<file path="src/rtl/cnn_pkg.sv">
// Shared definitions for the convolution MAC front end of the quantization block.
// Holds the datapath widths, the quantizer hold-off latency, the MAC FSM state type
// and a helper that sign-extends the accumulator onto the quantizer's 65-bit input.
package cnn_pkg;

  localparam int unsigned DATA_W    = 8;
  localparam int unsigned ACC_W     = 32;
  localparam int unsigned OUT_W     = 65;
  localparam int unsigned QUANT_LAT = 12;
  // Zero-point-corrected operands are 9-bit signed, so the product fits in 18 bits.
  localparam int unsigned OPND_W    = DATA_W + 1;
  localparam int unsigned PROD_W    = 2 * OPND_W;

  typedef enum logic [2:0] {
    StIdle,
    StAccum,
    StDrain,
    StEmit,
    StHold
  } mac_state_t;

  function automatic logic [OUT_W-1:0] sext_acc(input logic [ACC_W-1:0] a);
    return {{(OUT_W - ACC_W){a[ACC_W-1]}}, a};
  endfunction

endpackage

</file>
<file path="src/rtl/mac_product.sv">
// Zero-point correction and product register of the convolution MAC.
// Ports:
//   clk, rst      clock, synchronous active-high reset
//   en            tap handshake (in_valid & in_ready) this cycle
//   pixel         unsigned activation
//   weight        signed weight
//   p             registered signed product of the last accepted tap
//   p_valid       high for one cycle after each accepted tap
module mac_product
  import cnn_pkg::*;
#(
  parameter int unsigned INPUT_ZP  = 0,
  parameter int          WEIGHT_ZP = 0
) (
  input  logic                     clk,
  input  logic                     rst,
  input  logic                     en,
  input  logic [DATA_W-1:0]        pixel,
  input  logic [DATA_W-1:0]        weight,
  output logic signed [PROD_W-1:0] p,
  output logic                     p_valid
);

  localparam logic [OPND_W-1:0] InZp = OPND_W'(INPUT_ZP);
  localparam logic [OPND_W-1:0] WtZp = OPND_W'(WEIGHT_ZP);

  logic signed [OPND_W-1:0] a_s, b_s;
  logic signed [PROD_W-1:0] prod;
  logic signed [PROD_W-1:0] p_d, p_q;
  logic                     p_valid_d, p_valid_q;

  always_comb begin
    a_s       = $signed({1'b0, pixel} - InZp);
    b_s       = $signed({weight[DATA_W-1], weight} - WtZp);
    prod      = a_s * b_s;
    p_d       = en ? prod : p_q;
    p_valid_d = en;
  end

  always_ff @(posedge clk) begin
    if (rst) begin
      p_q       <= '0;
      p_valid_q <= 1'b0;
    end else begin
      p_q       <= p_d;
      p_valid_q <= p_valid_d;
    end
  end

  assign p       = p_q;
  assign p_valid = p_valid_q;

endmodule

</file>
<file path="src/rtl/conv_mac_accumulator.sv">
// Convolution window MAC feeding the quantizer's a/en interface.
// Accepts KERNEL_SIZE (pixel, weight) taps, accumulates the zero-point-corrected products
// onto a signed bias, emits the sign-extended result with a one-cycle out_en, then holds
// acc_out stable until the quantizer's fixed latency has elapsed and pulses done.
// Ports:
//   clk, rst               clock, synchronous active-high reset
//   start, bias            open a window (IDLE only), bias sampled with start
//   in_valid, in_ready     tap handshake; pixel (unsigned), weight (signed)
//   acc_out, out_en        result and strobe to the quantizer
//   busy, done             not-idle flag, end-of-hold-off pulse
//   ovf                    sticky clamp flag (only with ACC_SAT_EN)
// Build option: define ACC_SAT_EN to saturate the accumulator instead of wrapping.
module conv_mac_accumulator
  import cnn_pkg::*;
#(
  parameter int unsigned KERNEL_SIZE = 9,
  parameter int unsigned INPUT_ZP    = 0,
  parameter int          WEIGHT_ZP   = 0
) (
  input  logic              clk,
  input  logic              rst,
  input  logic              start,
  input  logic [ACC_W-1:0]  bias,
  input  logic              in_valid,
  output logic              in_ready,
  input  logic [DATA_W-1:0] pixel,
  input  logic [DATA_W-1:0] weight,
  output logic [OUT_W-1:0]  acc_out,
  output logic              out_en,
  output logic              busy,
`ifdef ACC_SAT_EN
  output logic              ovf,
`endif
  output logic              done
);

  localparam int unsigned CntW  = (KERNEL_SIZE > 1) ? $clog2(KERNEL_SIZE) : 1;
  localparam int unsigned HoldW = $clog2(QUANT_LAT) + 1;
  localparam logic [CntW-1:0]  CntLast  = CntW'(KERNEL_SIZE - 1);
  // The EMIT cycle counts as the first hold-off cycle, so HOLD lasts QUANT_LAT-1 cycles.
  localparam logic [HoldW-1:0] HoldLast = HoldW'(QUANT_LAT - 2);

  mac_state_t state_d, state_q;
  logic [CntW-1:0]  cnt_d, cnt_q;
  logic [HoldW-1:0] hold_d, hold_q;
  logic [ACC_W-1:0] acc_d, acc_q, acc_sum;
  logic [OUT_W-1:0] acc_out_d, acc_out_q;
  logic             out_en_d, out_en_q;
  logic             done_d, done_q;
  logic             tap_hs;
  logic signed [PROD_W-1:0] p;
  logic             p_valid;

  assign in_ready = (state_q == StAccum);
  assign busy     = (state_q != StIdle);
  assign tap_hs   = in_valid & in_ready;

  mac_product #(
    .INPUT_ZP  (INPUT_ZP),
    .WEIGHT_ZP (WEIGHT_ZP)
  ) u_mac_product (
    .clk     (clk),
    .rst     (rst),
    .en      (tap_hs),
    .pixel   (pixel),
    .weight  (weight),
    .p       (p),
    .p_valid (p_valid)
  );

`ifdef ACC_SAT_EN
  logic signed [ACC_W:0] sum_wide;
  logic                  clamp;
  logic                  ovf_d, ovf_q;

  always_comb begin
    sum_wide = $signed({acc_q[ACC_W-1], acc_q}) + (ACC_W + 1)'(p);
    // Overflow shows up as disagreement between the guard bit and the result sign.
    clamp    = sum_wide[ACC_W] != sum_wide[ACC_W-1];
    if (!clamp)               acc_sum = sum_wide[ACC_W-1:0];
    else if (sum_wide[ACC_W]) acc_sum = {1'b1, {(ACC_W - 1){1'b0}}};
    else                      acc_sum = {1'b0, {(ACC_W - 1){1'b1}}};
  end

  assign ovf = ovf_q;
`else
  always_comb acc_sum = acc_q + ACC_W'(p);
`endif

  always_comb begin
    state_d   = state_q;
    cnt_d     = cnt_q;
    hold_d    = hold_q;
    acc_d     = p_valid ? acc_sum : acc_q;
    acc_out_d = acc_out_q;
    out_en_d  = 1'b0;
    done_d    = 1'b0;
`ifdef ACC_SAT_EN
    ovf_d     = ovf_q | (p_valid & clamp);
`endif
    unique case (state_q)
      StIdle: begin
        if (start) begin
          state_d = StAccum;
          acc_d   = bias;
          cnt_d   = '0;
`ifdef ACC_SAT_EN
          ovf_d   = 1'b0;
`endif
        end
      end
      StAccum: begin
        if (tap_hs) begin
          if (cnt_q == CntLast) state_d = StDrain;
          else                  cnt_d   = cnt_q + CntW'(1);
        end
      end
      StDrain: begin
        // acc_d already includes the final product added this cycle.
        state_d   = StEmit;
        out_en_d  = 1'b1;
        acc_out_d = sext_acc(acc_d);
      end
      StEmit: begin
        state_d = StHold;
        hold_d  = '0;
      end
      StHold: begin
        if (hold_q == HoldLast) begin
          state_d = StIdle;
          done_d  = 1'b1;
        end else begin
          hold_d = hold_q + HoldW'(1);
        end
      end
      default: state_d = StIdle;
    endcase
  end

  always_ff @(posedge clk) begin
    if (rst) begin
      state_q   <= StIdle;
      cnt_q     <= '0;
      hold_q    <= '0;
      acc_q     <= '0;
      acc_out_q <= '0;
      out_en_q  <= 1'b0;
      done_q    <= 1'b0;
`ifdef ACC_SAT_EN
      ovf_q     <= 1'b0;
`endif
    end else begin
      state_q   <= state_d;
      cnt_q     <= cnt_d;
      hold_q    <= hold_d;
      acc_q     <= acc_d;
      acc_out_q <= acc_out_d;
      out_en_q  <= out_en_d;
      done_q    <= done_d;
`ifdef ACC_SAT_EN
      ovf_q     <= ovf_d;
`endif
    end
  end

  assign acc_out = acc_out_q;
  assign out_en  = out_en_q;
  assign done    = done_q;

endmodule
</file>
<file path="config.mk">
export PLATFORM = sky130hd
export DESIGN_NAME = conv_mac_accumulator
export DESIGN_NICKNAME = d
export VERILOG_FILES = /design/src/rtl/cnn_pkg.sv /design/src/rtl/mac_product.sv /design/src/rtl/conv_mac_accumulator.sv
export SDC_FILE = /design/constraint.sdc
export NUM_CORES = 1
export LEC_CHECK = 0
export ABC_CLOCK_PERIOD_IN_PS = 6790
export CAP_MARGIN = 30
export CORE_UTILIZATION = 56
export CTS_CLUSTER_DIAMETER = 150
export DETAILED_ROUTE_END_ITERATION = 12
export GPL_TIMING_DRIVEN = 0
export PLACE_DENSITY = 0.87
export SYNTH_ARGS = -nofsm -noshare
export SYNTH_HDL_FRONTEND = slang
export SYNTH_SLANG_ARGS = --single-unit
</file>
<file path="constraint.sdc">
create_clock -name clk -period 6.79 [get_ports clk]
set_clock_uncertainty 0.2 [all_clocks]
set_input_delay 2.037 -clock clk [delete_from_list [all_inputs] [get_ports clk]]
set_output_delay 2.037 -clock clk [all_outputs]
set_load 0.01 [all_outputs]
</file>
==> Word level (Yosys, flattened, before mapping) <==
Cells that the tools add are included.
{ "word_totals": {"mem_bits_rw": 0, "mem_count": 0, "rom_bits": 0, "latchBits": 0, "reg_bits": 97} }
{ "classes": {"mul": 1, "reduce_logical": 8, "add_sub_neg": 3, "shift": 0, "n_div": 0, "muxes": 16, "bitwise": 2, "n_lt_le_gt_ge": 0, "eq_ne": 12} }
{ "op_table": {"columns": ["operator", "n"], "rows": [
  ["two-way mux 32 bit", 3],
  ["adder 32 bit", 1],
  ["multiplier 9 x 8 -> 17 bit", 1],
  ["one-hot mux 3 bit (5 select lines)", 1],
  ["two-way mux 3 bit", 4],
  ["two-way mux 4 bit", 3],
  ["one-hot mux 5 bit (2 select lines)", 1],
  ["inequality test 2 bit, second input constant", 4],
  ["one-hot mux 4 bit (2 select lines)", 1],
  ["AND reduction 4 bit", 2],
  ["== test 3 x 2 -> 1 bit, second input constant", 2],
  ["adder 5 x 1 -> 5 bit, second input constant", 1],
  ["== test 5 x 4 -> 1 bit, second input constant", 1],
  ["two-way mux 5 bit", 1],
  ["adder 4 x 1 -> 4 bit, second input constant", 1],
  ["== test 4 bit, second input constant", 1],
  ["inequality test 2 x 1 -> 1 bit, second input constant", 2],
  ["nonzero test 2 bit", 2],
  ["== test 3 x 1 -> 1 bit, second input constant", 1],
  ["== test 3 bit, second input constant", 1],
  ["logical NOT 3 bit", 1],
  ["nonzero test 3 bit", 1],
  ["two-way mux 1 bit", 2],
  ["AND reduction 2 bit", 1],
  ["other kinds (3)", 3]
]} }

==> Logic depth before layout (Yosys ltp) <==
{ "logic_depth": {"word_depth": 4, "mapped_depth": 20, "mapped_depth_nobuf": 20} }

==> Cells and area by module <==
From an unflattened synthesis, not the netlist that was laid out.
{ "unflattened": {"hier_cells": 937, "area_unflattened_um2": 7906.3} }
{ "by_module_without_submodules": {"columns": ["mod", "area_per_inst_um2", "instances", "seq_area_each_um2", "cells_each"], "rows": [
  ["conv_mac_accumulator", 5001.0, 1, 1561.5, 611],
  ["mac_product", 2905.3, 1, 360.3, 326]
]} }

==> Least setup slack after synthesis <==
OpenSTA, ideal clock, no wires.
{ "synth_path": {"kind": "input to register", "start": "input port pixel[0]", "end": "register u_mac_product.p_q[16] (netlist: u_mac_product.p[16])", "path_stages": 16, "arrival_time_ns": 5.818, "path_slack_ns": 0.686, "setup_time_ns": 0.086, "path_cell_list": "nand2b_1 -> fa_1 -> fa_1 -> inv_1 -> fa_1 -> inv_1 -> fa_1 -> inv_1 -> ha_1 -> o21ai_0 -> a21boi_0 -> o211ai_1 -> a21oi_1 -> o31ai_1 -> xnor2_1 -> a211oi_1"} }
{ "synth_via": {"elab_chain_cells": 1} }
{ "synth_lines": {"columns": ["element", "line", "rtl"], "rows": [
  ["start, declared", "conv_mac_accumulator.sv:26", "input logic [DATA_W-1:0] pixel,"],
  ["multiplier 9 x 8 -> 17 bit", "mac_product.sv:35", "prod = a_s * b_s;"],
  ["end signal, assigned", "mac_product.sv:45", "p_q <= p_d;"],
  ["end, declared", "mac_product.sv:29", "logic signed [PROD_W-1:0] p_d, p_q;"]
]} }
No other way between the ends.
A chain may end at the register's enable or synchronous reset.

==> Final worst setup path <==
{ "layout_path": {"start": "input port weight[5]", "end": "register u_mac_product.p_q[16] (netlist: u_mac_product.p[16])"} }
{ "layout_via": {"elab_chain_cells": 1} }
{ "layout_lines": {"columns": ["element", "line", "rtl"], "rows": [
  ["start, declared", "conv_mac_accumulator.sv:27", "input logic [DATA_W-1:0] weight,"],
  ["multiplier 9 x 8 -> 17 bit", "mac_product.sv:35", null]
]} }
No other way between the ends.

==> impl_metrics.toml <==
[outcome]
status = "complete, no violations"

[critical_path]
cpPeakStageDelay_ns = 0.63
critical_path.endpoint_type = "flip-flop"
path_delay_family = "adder cells"
critPathMaxFanout = 8
cp_cell_sequence = "clkdlybuf4s50_1 > nand2_1 > fa_1 > fa_1 > inv_1 > fa_1 > inv_1 > fa_1 > inv_1 > ha_1 > o21ai_1 > a21boi_2 > o211ai_1 > a21oi_1 > o31ai_1 > xnor2_1 > a211oi_1"
start_kind = "input port"
crit_slowest_cell = "clkdlybuf4s50_1"
critical_path_class = "in2reg"
crit_required_ns = 6.86
cp_num_buf_inv = 4
worstPathArrival_ns = 6.58
cpMostUsedCell = "fa_1"

[timing]
maxSlewViolCount = 0
rsz0062_at_grt = "no"
fmax_mhz = 154
period_share_pct = 95.9
hold_viol = 0
period_minus_slack_ns = 6.51
slew_headroom_pct = 40.3
whs_ns = 0.256
tightest_slew_ns = 0.894
final-setup-viol-count = 0

[clock_tree]
cts_made_buffers = 9
path_clk_slew_ns = 0.07
cts_sinks = 96
clk_latency_ns = 0.35
clk_path_buf_depth = 2
cts_tree = "done"
htreeDepth = 3
cts_setup_buffers = 0
root_buffer = "clkbuf_16"

[power_and_ir_drop]
p_seq_share_pct = 31.6
p_sw_mw = 0.742
combPwrFrac_pct = 42.8
total_leakage_power_nw = 4.12
power.internal_mw = 1.30
netSwitchingFraction_pct = 36.3
power_density_nw_per_um2 = 210
ir_drop_v = 0.000107
total_power_mw = 2.04
p_clk_share_pct = 25.6

[die]
core_um2 = 13900
die_h_um = 121
num_io_pins = 121
chipWidth_um = 121
rows = 43
start_util_pct = 57.2
dieArea_um2 = 14700

[logic_synthesis]
synth_top_area_cell = "dfxtp_1"
syn_nets = 1143
yosysUniqueCellTypes = 60
synth_area_um2 = 7940
synth_edf_count = 0
synth_flop_cell = "dfxtp_1"
syn_inst = 975
avgSynthCellArea_um2 = 8.15
synth-seq-area-share_pct = 24.2
yosys_register_bits = 96
yosysTopAreaCellShare_pct = 24.2
yosysWarningCount = 0
synthArstFlopShare_pct = 0
synth_area_leaders = "dfxtp_1 (24%), ha_1 (12%), fa_1 (9.6%)"

[layout]
register_area_um2 = 1920
drive_gt1_share_pct = 6.12
fill_cells = 1106
utilization_pct = 70.0
syn2layout_area_growth_pct = 22.3
layout_common_cells = "clkdlybuf4s50_1 (111), nor2_1 (105), dfxtp_1 (96), nand2_1 (94), ha_1 (78)"
diodes = 0
finalNetCount = 1274
layout_commonest_cell = "clkdlybuf4s50_1"
multi_input_area_um2 = 5340

[routing]
post_drt_wl_per_cell_um = 16.1
via_per_inst = 5.76
routed-via-count = 7438
totalWireLength_mm = 20.8
first_pass_iters = 8
drc = 0
ant_nets = 0
drt_iter0_drc = 442

[min_path]
min_path_type = "reg2reg"

[grt]
grtUsageTotal_pct = 29.5
grt_overflow_total = 0
grt_pass1_wl_mm = 34.4
grt_start_max_net_pins = 34
grt_pass1_vias = 7366
antenna_found_initial = 0

[placed_design]
dpl.hpwl_mm = 16.4
gp_congestion = 0.954
io_buffers = 119

[job]
cap_violations = 0
==> cell families (layout without fill, tap and decap cells) <==
logic type / after synthesis / count (layout) / share of synthesized area [%]
adder cells (fa/ha/maj): 116 / 116 / 21.9
AO/OA/AOI/OAI: 220 / 220 / 18.6
buffers and inverters: 146 / 282 / 8.68
multiplexers: 17 / 17 / 2.14
flip-flops: 96 / 96 / 24.2
XOR/XNOR: 32 / 32 / 3.53
AND/OR/NAND/NOR: 348 / 348 / 21.0
==> per-layer routing <==
| metal | track usage (%) | up-vias | wire (um) |
|---|---|---|---|
| li1 | - | 3614 | - |
| met1 | 34.9 | 3478 | 8640 |
| met2 | 53.0 | 297 | 10200 |
| met3 | 4.18 | 49 | 1270 |
| met4 | 12.7 | 0 | 709 |
| met5 | 0 | - | 0 |
==> Yosys cell counts, types with 7 or more instances <==
cell      count
xnor2_1      20
mux2i_1      17
and2_1       42
buf_4        33
ha_1         78
clkbuf_1     38
o21ai_0      25
a211oi_1     54
fa_1         38
dfxtp_1      96
xor2_1       12
and3_1        7
nor2_1      105
a31oi_1      11
nand4_1       7
nand3_1      20
a21o_1       19
inv_1        69
nand2_1      94
or3_1         9
nor3_1       28
nor2b_1       9
o21a_1        9
a21oi_1      56
==> metrics by stage <==
stage / setup slack, ns / setup TNS [ns] / area, um^2 / std cells
3_5_place_dp: -0.222 / -0.485 / 9390 / 1275
4_1_cts: 0.134 / 0 / 9690 / 1291
6_report: 0.280 / 0 / 9720 / 1291
5_1_grt: 0.0105 / 0 / 9720 / 1291
3_3_place_gp: -0.168 / -0.304 / 9360 / 1274
2_1_floorplan: 0.686 / 0 / 7940 / 975
==> state kept, by name (all words and copies together), names as in the netlist <==
register               cells
cnt_q                      4
u_mac_product.p           17
u_mac_product.p_valid      1
acc_out                   32
done                       1
hold_q                     5
out_en                     1
acc_q                     32
state_q                    3
==> power groups by stage <==
stage	Combinational, mW	Sequential (mW)	Clock (mW)
after global routing	0.991	0.648	0.544
final	0.873	0.644	0.523
after global placement	0.830	0.657	0
after floorplan	0.629	0.651	0
after CTS	0.868	0.644	0.523
after detailed placement	0.860	0.656	0
==> worst register-to-register path, delay by kind of cell (launching register included) <==
family | cells | cell delay (ns)
compound gates | 6 | 1.57
fa+ha+maj | 1 | 0.46
flops | 1 | 0.90
simple gates | 2 | 0.51
==> final cells by class <==
type | count | area share [%]
tap | 180 | 2.32
buffer | 77 | 4.43
sequential | 96 | 19.8
timing repair buffer | 120 | 12.7
clock inverter | 6 | 0.682
multi-input combinational | 733 | 54.9
inverter | 69 | 2.67
clock buffer | 10 | 2.46
==> final timing paths <==
kind / startpoint / end / slack (ns) / cells after the start
min: u_mac_product.p[9] / u_mac_product.p[9] / 0.26 / 2
min reg2reg: u_mac_product.p[9] / u_mac_product.p[9] / 0.26 / 2
max reg2reg: u_mac_product.p[16] / acc_q[31] / 3.05 / 9
max: weight[5] / u_mac_product.p[16] / 0.28 / 17
==> what timing repair did <==
item / in CTS / in global routing
endpoints found under the setup margin: 0 / 4
resized for setup: 0 / 12
hold buffers: 0 / 0
Power figures use the tool's default switching activity.
